File: config.mk
export PLATFORM = sky130hd
export DESIGN_NAME = sram_controller
export DESIGN_NICKNAME = d
export VERILOG_FILES = /design/src/rtl/sram_controller_pkg.sv /design/src/rtl/sram_controller.sv
export SDC_FILE = /design/constraint.sdc
export NUM_CORES = 1
export LEC_CHECK = 0
export ABC_AREA = 1
export ABC_CLOCK_PERIOD_IN_PS = 3920
export BUFFER_PORTS_ARGS = -buffer_cell sky130_fd_sc_hd__buf_2
export CAP_MARGIN = 40
export CORE_MARGIN = 1.5
export CORE_UTILIZATION = 40
export DETAILED_ROUTE_END_ITERATION = 7
export PLACE_DENSITY = 0.64
export SLEW_MARGIN = 5
export SYNTH_ARGS = -nofsm -noshare
export SYNTH_HDL_FRONTEND = slang
export SYNTH_SLANG_ARGS = --single-unit
File: constraint.sdc
create_clock -name clk -period 3.92 [get_ports clk]
set_clock_uncertainty 0.2 [all_clocks]
set_input_delay 0.588 -clock clk [delete_from_list [all_inputs] [get_ports clk]]
set_output_delay 0.588 -clock clk [all_outputs]
set_load 0.02 [all_outputs]
File: src/rtl/sram_controller_pkg.sv
// Shared types and defaults for the two-half-word SRAM access controller.
package sram_ctrl_pkg;

    typedef enum logic [1:0] {
        IDLE = 2'd0,
        LO   = 2'd1,
        HI   = 2'd2,
        DONE = 2'd3
    } state_e;

    localparam int          SRAM_DW             = 16;
    localparam logic [31:0] DEF_BASE_ADDR       = 32'd1024;
    localparam int          DEF_ACCESS_CYCLES   = 3;

    // 32-bit word index relative to the SRAM base; wraps modulo 2^32.
    function automatic logic [31:0] word_index(input logic [31:0] addr, input logic [31:0] base);
        logic [31:0] offset;
        offset = addr - base;
        return {2'b00, offset[31:2]};
    endfunction

endpackage

File: src/rtl/sram_controller.sv
// Runs one 32-bit load/store as two 16-bit accesses on an asynchronous SRAM,
// freezing the pipeline through a combinational ready until the access completes.
module sram_controller
    import sram_ctrl_pkg::*;
#(
    parameter logic [31:0] BASE_ADDR     = DEF_BASE_ADDR,
    parameter int          ACCESS_CYCLES = DEF_ACCESS_CYCLES,
    parameter int          SRAM_AW       = 18
) (
    input  logic               clk,
    input  logic               rst_n,
    input  logic               rd_en,
    input  logic               wr_en,
    input  logic [31:0]        address,
    input  logic [31:0]        write_data,
    output logic [31:0]        read_data,
    output logic               ready,
    output logic [SRAM_AW-1:0] sram_addr,
    output logic [SRAM_DW-1:0] sram_dq_out,
    input  logic [SRAM_DW-1:0] sram_dq_in,
    output logic               sram_dq_oe,
    output logic               sram_we_n
);

    localparam logic [3:0] LAST_CNT = 4'(ACCESS_CYCLES - 1);

    state_e               state_q, state_d;
    logic [3:0]           cnt_q, cnt_d;
    logic                 op_wr_q, op_wr_d;
    logic [SRAM_AW-2:0]   word_q, word_d;
    logic [31:0]          wdata_q, wdata_d;
    logic [SRAM_DW-1:0]   lo_buf_q, lo_buf_d;
    logic [31:0]          read_data_q, read_data_d;
    logic [SRAM_AW-1:0]   sram_addr_q, sram_addr_d;
    logic [SRAM_DW-1:0]   dq_out_q, dq_out_d;
    logic                 dq_oe_q, dq_oe_d;
    logic                 we_n_q, we_n_d;

    logic                 req_s;
    logic                 last_s;
    logic [31:0]          word_idx_s;
    logic                 unused_word_s;

    assign req_s         = rd_en | wr_en;
    assign last_s        = (cnt_q == LAST_CNT);
    assign word_idx_s    = word_index(address, BASE_ADDR);
    assign unused_word_s = ^word_idx_s[31:SRAM_AW-1];

    // Next-state, latch and capture logic; SRAM pin values are derived from the next state.
    always_comb begin
        state_d     = state_q;
        cnt_d       = cnt_q;
        op_wr_d     = op_wr_q;
        word_d      = word_q;
        wdata_d     = wdata_q;
        lo_buf_d    = lo_buf_q;
        read_data_d = read_data_q;
        sram_addr_d = sram_addr_q;
        dq_out_d    = dq_out_q;
        dq_oe_d     = 1'b0;
        we_n_d      = 1'b1;

        case (state_q)
            IDLE: begin
                if (req_s) begin
                    state_d = LO;
                    cnt_d   = 4'd0;
                    op_wr_d = wr_en;
                    word_d  = word_idx_s[SRAM_AW-2:0];
                    wdata_d = write_data;
                end else begin
                    state_d = IDLE;
                end
            end
            LO: begin
                if (last_s) begin
                    state_d = HI;
                    cnt_d   = 4'd0;
                    if (!op_wr_q) begin
                        lo_buf_d = sram_dq_in;
                    end else begin
                        lo_buf_d = lo_buf_q;
                    end
                end else begin
                    cnt_d = cnt_q + 4'd1;
                end
            end
            HI: begin
                if (last_s) begin
                    state_d = DONE;
                    cnt_d   = 4'd0;
                    if (!op_wr_q) begin
                        read_data_d = {sram_dq_in, lo_buf_q};
                    end else begin
                        read_data_d = read_data_q;
                    end
                end else begin
                    cnt_d = cnt_q + 4'd1;
                end
            end
            DONE: begin
                state_d = IDLE;
                cnt_d   = 4'd0;
            end
            default: begin
                state_d = IDLE;
                cnt_d   = 4'd0;
            end
        endcase

        // Strobe releases on the last cycle of each half so address/data hold past it.
        case (state_d)
            LO: begin
                sram_addr_d = {word_d, 1'b0};
                dq_out_d    = wdata_d[15:0];
                dq_oe_d     = op_wr_d;
                we_n_d      = ~(op_wr_d && (cnt_d != LAST_CNT));
            end
            HI: begin
                sram_addr_d = {word_d, 1'b1};
                dq_out_d    = wdata_d[31:16];
                dq_oe_d     = op_wr_d;
                we_n_d      = ~(op_wr_d && (cnt_d != LAST_CNT));
            end
            default: begin
                dq_oe_d = 1'b0;
                we_n_d  = 1'b1;
            end
        endcase
    end

    // State, latched request and registered SRAM pins.
    always_ff @(posedge clk or negedge rst_n) begin
        if (!rst_n) begin
            state_q     <= IDLE;
            cnt_q       <= 4'd0;
            op_wr_q     <= 1'b0;
            word_q      <= '0;
            wdata_q     <= 32'd0;
            lo_buf_q    <= '0;
            read_data_q <= 32'd0;
            sram_addr_q <= '0;
            dq_out_q    <= '0;
            dq_oe_q     <= 1'b0;
            we_n_q      <= 1'b1;
        end else begin
            state_q     <= state_d;
            cnt_q       <= cnt_d;
            op_wr_q     <= op_wr_d;
            word_q      <= word_d;
            wdata_q     <= wdata_d;
            lo_buf_q    <= lo_buf_d;
            read_data_q <= read_data_d;
            sram_addr_q <= sram_addr_d;
            dq_out_q    <= dq_out_d;
            dq_oe_q     <= dq_oe_d;
            we_n_q      <= we_n_d;
        end
    end

    assign ready       = ((state_q == IDLE) && !req_s) || (state_q == DONE);
    assign read_data   = read_data_q;
    assign sram_addr   = sram_addr_q;
    assign sram_dq_out = dq_out_q;
    assign sram_dq_oe  = dq_oe_q;
    assign sram_we_n   = we_n_q;

endmodule

==> reports/summary.txt, run 1 <==
Status: completed
Clock latency on the worst-skew pair: 0.42 ns
Max_slew headroom: 46.6%
Post-synthesis mux area share: 0%
GRT Overall Usage: 17.6%
Final nets: 885
Routed length per placed instance: 12.9 microns
TNS Setup: 0 ns
Root Driver: clkbuf_16
Pwr/cell area: 913 nW/um^2
Die area: 15,800 sq um
Largest family of logic cells by synthesized area: simple AND/OR/NAND/NOR gates
Ys flop type: dfrtp_1
Synth top area cells: dfrtp_1 (58%), nand2_1 (17%), o21ai_2 (4.7%), inv_1 (3.8%), nand3_1 (2.9%)
# diodes: 0
EDFF count, synth: 0
Switching Share: 40.7%
Post-Route WL: 12.8 mm
Io pins: 153
Largest net degree at the start of global routing: 84
Min Tclk post-route: 2.63 ns
Final slew viol count: 0
Cell variety after synth: 32
RSZ-0062 raised after global routing: false
Mean Syn Cell Area: 9.15 sq um
Worst Path Required: 4.08 ns
Ys Warns: 0
DR vias: 4,567
IO Port Bufs: 137
Clock Path Buffers: 2
Hold/Removal Path Class: input pin to asynchronous set/reset pin
Clock transition at the registers of the reported paths: 0.06 ns
Setup-failing EPs final: 0
Synth Area in Compound Gates: 8.36%
Cell taking the most area after synthesis: dfrtp_1
Worst Setup End Kind: register
Avg Vias per Cell: 4.62
Worst Path Arrival: 2.79 ns
DR WL met2: 5.82 mm
Number of global-route vias before repair: 4,522
Crit start category: register
Top cell type's share of synthesized area: 57.9%
Metal-1 WL: 5.92 mm
Reg2reg setup slack: 1.29 ns
Highest metal used: met4
Syn_nets: 749
Detailed Routing Iterations Pass 1: 6
Area Growth Syn to Fin: 22.5%
Hold buffers post-CTS: 0
Post-CTS Setup Bufs: 0
Post-CTS Resized: 0
FF+latch count, synth: 140
CTS tree: built
Synth Area in Adders: 1.88%
XOR/XNOR Fraction of Synth Area: 0.146%
Iteration-0 DRC Markers: 288
GRT overflow: 0
P_leak: 0.00400 uW
Sequential area share after synthesis: 58.4%
Worst-case reg-to-reg path depth: 9
Maximum VDD drop: 0.409 mV
Num CTS Buffers: 17
Final Util: 50.4%
Hold Vio Cnt, Final: 0
Layout cells sized above 1: 26.9%
Kind of critical path: register to register
H-tree Lvls: 4
Met3 Routed Length: 789 microns
Internal: 3980 uW
Fillers: 1,398
Final ANT Viol Nets: 0
Maxcap violations: 0
Starting Density: 41.2%
Post-Synthesis Cell Area: 6000 sq um
Final hold slack: 0.00910 ns
Site Rows: 44
Clock share of power: 22.6%
Die width: 126 microns
Period utilisation layout: 67.2%
Worst-Margin Slew: 0.800 ns
Sink Count: 140
Initial antenna violation count: 0
Simple-Gate Fraction of Synth Area: 23.8%
Reg power frac: 36.0%
Final HPWL DP: 8.31 mm
Core area: 14,600 sq um
DIE HEIGHT: 126 microns
Mapped Cells: 656
RePlAce Congestion: 0.748
Logic pwr share: 41.4%
Reg2reg end: sram_addr[14]
DRC Markers: 0
Max Fclk: 380 MHz
Maximum fanout along the worst path: 24
RR Startpoint: state_q[0]
Post-synth ARST share: 100%
Sw Pwr: 2740 uW
First-pass GRT wire length: 22.0 mm
[registers in the layout (all words and copies together), names as in the netlist, 2 cells and up]
signal / count
read_data: 32
wdata_q: 32
sram_addr: 18
word_q: 17
lo_buf_q: 16
sram_dq_out: 16
cnt_q: 4
state_q: 2
[critical path: stages, from the launching register on]
cell and delay, ns:
dfrtp_1 0.40, inv_1 0.13, ha_1 0.23, inv_1 0.08
nor2_2 0.24, o21bai_1 0.16, ha_1 0.26, inv_1 0.59
nand3_1 0.18, nand2_1 0.10
[worst max-delay path by stage]
stage,endpoint,cells past startpoint,startpoint
6_report,sram_addr[14],9,state_q[0]
5_1_grt,sram_addr[8],9,state_q[1]
4_1_cts,sram_addr[2],9,state_q[0]
3_5_place_dp,sram_addr[15],9,state_q[0]
3_3_place_gp,sram_addr[14],9,state_q[0]
2_1_floorplan,sram_dq_out[10],11,cnt_q[0]
[synth_stat cells, types with 2 or more instances]
| master | number |
|---|---|
| buf_4 | 3 |
| inv_1 | 61 |
| o21ai_2 | 32 |
| ha_1 | 9 |
| nand3_1 | 35 |
| o21ai_1 | 15 |
| nand2_4 | 2 |
| dfrtp_1 | 139 |
| nand3_4 | 2 |
| buf_6 | 11 |
| clkbuf_1 | 3 |
| o21ai_0 | 11 |
| inv_6 | 2 |
| a31oi_1 | 8 |
| or2_2 | 3 |
| a22oi_1 | 2 |
| nor2_1 | 25 |
| or2_1 | 3 |
| inv_2 | 2 |
| nand2_1 | 268 |
| buf_2 | 7 |
| and2_1 | 2 |
| a21oi_1 | 2 |
[through the flow]
step                setup WS [ns]  total power, uW  std cells  cell area (sq um)
global placement             1.23             5200        956               6770
global route                0.999             7280        988               7360
CTS                          1.21             6840        988               7360
finish                       1.29             6720        988               7360
detailed placement           1.23             5270        957               6800
floorplan                    1.60             4470        656               6000
[power by group through the flow]
stage	clock [uW]	sequential, uW	combinational (uW)
after CTS	1560	2420	2850
after global placement	0	2420	2780
final	1520	2420	2780
after floorplan	0	2770	1700
after global routing	1620	2490	3160
after detailed placement	0	2430	2840
[per-layer routing]
| metal | track usage, % | up-vias |
|---|---|---|
| li1 | - | 2317 |
| met1 | 22.5 | 2114 |
| met2 | 27.1 | 119 |
| met3 | 6.59 | 17 |
| met4 | 6.82 | 0 |
| met5 | 0 | - |
[cells by family after synthesis]
kind of cell,count (synthesis)
flops,140
buf+inv,90
xor+xnor,1
compound gates,72
simple gates,344
fa+ha+maj,9
[area by class of cell]
class / instances / area, sq um / share of cell area [%]
sequential: 140 / 3500 / 47.6
multi-input combinational: 426 / 2050 / 27.9
timing repair buffer: 142 / 762 / 10.4
clock buffer: 26 / 499 / 6.78
inverter: 65 / 254 / 3.45
tap: 184 / 230 / 3.13
clock inverter: 5 / 58.8 / 0.799
[cells in the final DEF, fill, tap and decap left out]
master / instances
a21oi_1: 2
a31oi_1: 8
buf_4: 3
nor2_2: 1
buf_12: 1
clkbuf_16: 17
o21ai_1: 15
inv_1: 61
bufinv_16: 1
a22oi_1: 2
clkinv_4: 1
ha_1: 9
clkbuf_8: 4
nand2_1: 268
o21bai_1: 1
nor2_1: 25
nand3_1: 35
and2_1: 2
nor2_4: 1
buf_2: 136
a31o_2: 1
nand4_1: 1
clkbuf_1: 5
dfrtp_1: 139
buf_6: 1
inv_6: 2
inv_2: 2
nand2_8: 1
o21ai_0: 11
dfstp_2: 1
clkinv_2: 1
nand2_4: 2
nand3_4: 2
o21ai_2: 32
buf_16: 1
clkinvlp_4: 2
or2_1: 3
xor2_1: 1
or2_2: 3
No activity file was read; power rests on OpenSTA's default activity.
==> run 2: changes to the inputs <==
--- a/config.mk
+++ b/config.mk
@@ -6,7 +6,7 @@
 export NUM_CORES = 1
 export LEC_CHECK = 0
 export ABC_AREA = 1
-export ABC_CLOCK_PERIOD_IN_PS = 3920
+export ABC_CLOCK_PERIOD_IN_PS = 2500
 export BUFFER_PORTS_ARGS = -buffer_cell sky130_fd_sc_hd__buf_2
 export CAP_MARGIN = 40
 export CORE_MARGIN = 1.5
==> constraint.sdc (replaced) <==
create_clock -name clk -period 2.5 [get_ports clk]
set_clock_uncertainty 0.2 [all_clocks]
set_input_delay 0.375 -clock clk [delete_from_list [all_inputs] [get_ports clk]]
set_output_delay 0.375 -clock clk [all_outputs]
set_load 0.02 [all_outputs]
==> run 2 against run 1 <==
Net effect: routed wire length grew 4.6%; via count grew 4.3%; sequential power grew 56%; fmax grew 17%; clock power grew 79%; critical path type unchanged; critical endpoint is now sram_addr[5]; largest power group unchanged.
==> reports/summary.txt, run 2 (synthesized netlist as in run 1, its figures left out) <==
# diodes: 0 (unchanged)
Total Power: 11,200 uW (+67%)
Most frequent cells in the layout: nand2_1 (268), dfrtp_1 (139), buf_2 (136)
Area Growth Syn to Fin: 33.0%
Final HPWL DP: 8.43 mm (+1.5%)
Worst Path Required: 2.60 ns (-1.48 ns)
Fillers: 1,290 (-7.7%)
DR WL met2: 6.26 mm (+7.6%)
Worst Path Arrival: 2.36 ns (-0.43 ns)
Iteration-0 DRC Markers: 240 (-17%)
Maximum fanout along the worst path: 21 (-13%)
Die width: 126 microns (unchanged)
Starting Density: 41.2% (unchanged)
Hold Vio Cnt, Final: 0 (unchanged)
DR vias: 4,765 (+4.3%)
Logic pwr share: 42.1% (+0.7 points)
IO Port Bufs: 137 (unchanged)
Sw Pwr: 4400 uW (+61%)
Num CTS Buffers: 17 (unchanged)
Highest metal used: met4
Routed length per placed instance: 12.8 microns (-0.76%)
Maximum VDD drop: 0.559 mV (+37%)
Max_slew headroom: 66.7% (+20 points)
Reg2reg end: sram_addr[5]
Hold/Removal Path Class: input pin to register
Clock transition at the registers of the reported paths: 0.06 ns (about the same)
Avg Vias per Cell: 4.58 (-0.98%)
Min Tclk post-route: 2.26 ns (-0.373 ns)
Max Fclk: 442 MHz (+17%)
Met3 Routed Length: 771 microns (-2.3%)
Worst-Margin Slew: 0.499 ns (-0.301 ns)
Number of global-route vias before repair: 4,808 (+6.3%)
Final Util: 54.7% (+4.3 points)
Reg2reg setup slack: 0.24 ns (-1.05 ns)
Detailed Routing Iterations Pass 1: 5 (-1)
Worst Setup End Kind: register
Layout cells sized above 1: 27.1% (+0.21 points)
Clock latency on the worst-skew pair: 0.42 ns (about the same)
H-tree Lvls: 4 (unchanged)
Final slew viol count: 0 (unchanged)
Reg power frac: 33.7% (-2.3 points)
Final ANT Viol Nets: 0 (unchanged)
Post-Route WL: 13.4 mm (+4.6%)
Finished Layout Cells: 1,041 (+5.4%)
Pwr/cell area: 1410 nW/um^2 (+54%)
FF+latch area: 3500 sq um (unchanged)
Worst hold stages: 3
Kind of critical path: register to register
Post-CTS Setup Bufs: 0 (unchanged)
WHS Endpoint: read_data[23]
Multi-input logic area: 2050 sq um (+0.12%)
GRT overflow: 0 (unchanged)
CTS tree: built
Setup-failing EPs final: 0 (unchanged)
Period utilisation layout: 90.4% (+23 points)
Site Rows: 44 (unchanged)
DRC Markers: 0 (unchanged)
Clock Path Buffers: 2 (unchanged)
HP Start: sram_dq_in[7]
First-pass GRT wire length: 23.3 mm (+5.9%)
DIE HEIGHT: 126 microns (unchanged)
Commonest non-fill, non-tap cell in the layout: nand2_1
Clock share of power: 24.3% (+1.7 points)
RSZ-0062 raised after global routing: false
RePlAce Congestion: 0.757 (+1.2%)
Crit start category: register
Io pins: 153 (unchanged)
Internal: 6820 uW (+71%)
Dpl cells: 968 (+1.1%)
P_leak: 0.00429 uW (+7.1%)
Final nets: 938 (+6.0%)
Maxcap violations: 0 (unchanged)
Root Driver: clkbuf_16
Metal-1 WL: 6.20 mm (+4.7%)
RR Startpoint: state_q[0]
Status: completed
Largest net degree at the start of global routing: 66 (-21%)
Worst-case reg-to-reg path depth: 10 (+1)
Core area: 14,600 sq um (unchanged)
Initial antenna violation count: 0 (unchanged)
TNS Setup: 0 ns (unchanged)
Die area: 15,800 sq um (unchanged)
GRT Overall Usage: 18.5% (+0.86 points)
Sink Count: 140 (unchanged)
Switching Share: 39.2% (-1.5 points)
[run 2: what timing repair did]
action                     CTS  global route
hold endpoints to repair   180             0
setup endpoints to repair    0            14
hold buffers                42             0
resized for setup            0             2
[run 2: critical path, stage by stage (launching register included)]
cell      delay (ns)
dfrtp_1         0.40
inv_1           0.13
ha_1            0.24
inv_1           0.07
a22oi_1         0.19
o21bai_1        0.10
ha_2            0.39
inv_1           0.11
buf_12          0.17
nor2_1          0.11
a31oi_1         0.05
[run 2: how the worst max path moves through the flow]
stage                     from         endpoint  slack, ns
finish              state_q[0]     sram_addr[5]       0.24
CTS                 state_q[0]     sram_addr[1]       0.13
global placement    state_q[0]   sram_dq_out[9]       0.20
global route          cnt_q[0]     sram_addr[6]       0.03
floorplan             cnt_q[0]  sram_dq_out[10]       0.18
detailed placement  state_q[0]     sram_addr[8]       0.16
[run 2: power by group through the flow]
stage,clock network (uW),registers (uW),logic (uW)
after detailed placement,0,3810,4680
after global placement,0,3780,4620
final,2720,3780,4720
after global routing,2880,3910,5350
after floorplan,0,4340,2670
after CTS,2780,3790,4770
[run 2: through the flow]
step | setup slack, ns | hold WS (ns) | cell area (sq um)
2_1_floorplan | 0.175 | -0.121 | 6000
3_3_place_gp | 0.203 | 0.0189 | 6910
3_5_place_dp | 0.156 | 0.0198 | 6910
4_1_cts | 0.134 | 0.00694 | 7980
5_1_grt | 0.0299 | 0.0239 | 7980
6_report | 0.239 | 0.0249 | 7980
[run 2: cell type report]
| cell class | instances | share of cell area (%) |
|---|---|---|
| clock inverters | 9 | 2.01 |
| multi-input cells | 426 | 25.7 |
| repair buffers | 195 | 16.3 |
| well taps | 184 | 2.88 |
| clock buffers | 22 | 6.06 |
| inverters | 65 | 3.18 |
| flip-flops and latches | 140 | 43.9 |
[run 2: per-layer routing]
metal	vias up	track usage (%)
li1	2429	-
met4	0	5.21
met3	14	6.08
met1	2201	24.0
met2	121	29.6
met5	-	0
==> run 3: changes to the inputs <==
--- a/config.mk
+++ b/config.mk
@@ -12,7 +12,9 @@
 export CORE_MARGIN = 1.5
 export CORE_UTILIZATION = 40
 export DETAILED_ROUTE_END_ITERATION = 7
+export HOLD_SLACK_MARGIN = 0.12
 export PLACE_DENSITY = 0.64
+export REMOVE_ABC_BUFFERS = 1
 export SLEW_MARGIN = 5
 export SYNTH_ARGS = -nofsm -noshare
 export SYNTH_HDL_FRONTEND = slang
==> run 3 against run 2 <==
Net effect: power about the same; clock power about the same; worst hold slack improved by 0.12 ns; clock-buffer cell count increased by 1; routed wire length decreased by 0.94%; critical path type unchanged; largest power group unchanged.
==> reports/summary.txt, run 3 (synthesized netlist as in run 1, its figures left out) <==
Status: completed
Crit start category: register
H-tree Lvls: 4 (unchanged)
Clock Path Buffers: 2 (unchanged)
Detailed Routing Iterations Pass 1: 5 (unchanged)
Sink Count: 140 (unchanged)
Met1 usage: 24.3% (+0.26 points)
Die area: 15,800 sq um (unchanged)
Post-CTS Setup Bufs: 0 (unchanged)
Final nets: 952 (+1.5%)
Hold Vio Cnt, Final: 0 (unchanged)
Busiest grt layer: met2
Clock transition at the registers of the reported paths: 0.06 ns (about the same)
Core area: 14,600 sq um (unchanged)
Final HPWL DP: 8.50 mm (+0.76%)
Slowest stage delay, CP: 0.41 ns (about the same)
Final slew viol count: 0 (unchanged)
Starting Density: 41.2% (unchanged)
Io pins: 153 (unchanged)
CP delay by family, top: adder cells
Final ANT Viol Nets: 0 (unchanged)
Period utilisation layout: 91.0% (+0.58 points)
Placed Area: 6890 sq um (-0.29%)
CTS tree: built
Area Growth Syn to Fin: 35.6%
Max_slew headroom: 63.0% (-3.7 points)
Worst-Margin Slew: 0.554 ns (+0.0551 ns)
P_leak: 0.00434 uW (+1.3%)
IO Port Bufs: 137 (unchanged)
CP Cell Sequence: inv_1 -> ha_1 -> nand2_4 -> nand2_1 -> a22oi_1 -> o21bai_1 -> ha_2 -> inv_1 -> buf_12 -> nor2_1 -> nor2_1
Iteration-0 DRC Markers: 202 (-16%)
Post-Route WL: 13.2 mm (-0.94%)
Maximum fanout along the worst path: 24 (+14%)
RSZ-0062 raised after global routing: false
First-pass GRT wire length: 22.9 mm (-2.0%)
Number of global-route vias before repair: 4,735 (-1.5%)
Routed length per placed instance: 12.5 microns (-2.3%)
M3 GR Usage: 6.29% (+0.21 points)
Max Fclk: 439 MHz (-0.64%)
Root Driver: clkbuf_16
Kind of critical path: register to register
Largest net degree at the start of global routing: 65 (-1.5%)
DIE HEIGHT: 126 microns (unchanged)
RePlAce Congestion: 0.839 (+11%)
Site Rows: 44 (unchanged)
Critical-path top delay cell: dfrtp_1
Maximum VDD drop: 0.577 mV (+3.1%)
WP buf/inv: 3 (-1)
GRT Overall Usage: 18.2% (-0.22 points)
Avg Vias per Cell: 4.55 (-0.63%)
Maxcap violations: 0 (unchanged)
Min Tclk post-route: 2.28 ns (+0.0145 ns)
Layout cells sized above 1: 26.6% (-0.47 points)
Worst Setup End Kind: register
Worst Path Required: 2.60 ns (about the same)
Total Power: 11,200 uW (about the same)
Most frequent cells in the layout: nand2_1 (268), dfrtp_1 (139), buf_2 (136)
Die width: 126 microns (unchanged)
Commonest non-fill, non-tap cell in the layout: nand2_1
Met2 Track Usage GR: 27.7% (-1.9 points)
Worst Path Arrival: 2.37 ns (about the same)
Clock latency on the worst-skew pair: 0.42 ns (about the same)
Setup-failing EPs final: 0 (unchanged)
DR vias: 4,803 (+0.80%)
GRT overflow: 0 (unchanged)
Layout Cell Area excl Fill: 8140 sq um (+2.0%)
Num CTS Buffers: 17 (unchanged)
Hold/Removal Path Class: input pin to register
Pwr/cell area: 1380 nW/um^2 (-1.9%)
Initial antenna violation count: 0 (unchanged)
DRC Markers: 0 (unchanged)
# diodes: 0 (unchanged)
[run 3: changes by cell type in the layout (fill, tap and decap cells not counted), sizes merged]
cell | before | now
inv | 65 | 66
clkinvlp | 0 | 3
buf | 153 | 150
clkinv | 5 | 1
clkbuf | 22 | 23
dlygate4sd3 | 42 | 59
[run 3: metrics by stage]
stage | worst slack [ns] | util [%] | TNS (ns) | hold WS, ns | instances
global placement | 0.143 | 47.2 | 0 | 0.195 | 965
global route | 0.0322 | 55.8 | 0 | 0.185 | 1056
floorplan | -0.253 | - | -7.55 | -0.121 | 631
CTS | 0.106 | 55.8 | 0 | 0.133 | 1056
detailed placement | 0.115 | 47.2 | 0 | 0.192 | 965
finish | 0.225 | 55.8 | 0 | 0.150 | 1056
[run 3: area by class of cell]
class | count | area, sq um
fill | 1321 | 6450
sequential | 140 | 3500
multi-input combinational | 426 | 2060
timing repair buffer | 209 | 1440
clock buffer | 23 | 498
inverter | 65 | 254
tap | 184 | 230
clock inverter | 9 | 156
[run 3: layer usage]
layer  vias up  routed length (microns)
li1       2446                        -
met1      2215                     6100
met2       128                     5970
met3        14                      984
met4         0                      182
met5         -                        0
[run 3: worst paths after layout]
check	cells past startpoint	slack (ns)	start	end
worst max-delay path	11	0.22	cnt_q[0]	sram_addr[0]
worst min-delay path	5	0.15	address[18]	word_q[16]
worst max register to register	11	0.22	cnt_q[0]	sram_addr[0]
worst min register to register	2	0.27	wdata_q[29]	wdata_q[29]
max in group asynchronous	3	1.15	rst_n	read_data[4]
min in group asynchronous	2	0.32	rst_n	sram_addr[14]
[run 3: worst reg2reg max path, stage by stage, from the launching register on]
cell	delay [ns]
dfrtp_1	0.41
inv_1	0.08
ha_1	0.24
nand2_4	0.11
nand2_1	0.06
a22oi_1	0.19
o21bai_1	0.10
ha_2	0.38
inv_1	0.09
buf_12	0.16
nor2_1	0.11
nor2_1	0.05
[run 3: timing repair]
item	4_1_cts	5_1_grt
hold endpoints to repair	154	0
setup endpoints to repair	0	15
hold buffers	59	0
resized for setup	0	2
[run 3: power by group]
part | total (uW) | switching, uW | internal, uW
Combinational | 4720 | 3010 | 1720
Clock | 2720 | 919 | 1800
Sequential | 3790 | 437 | 3350
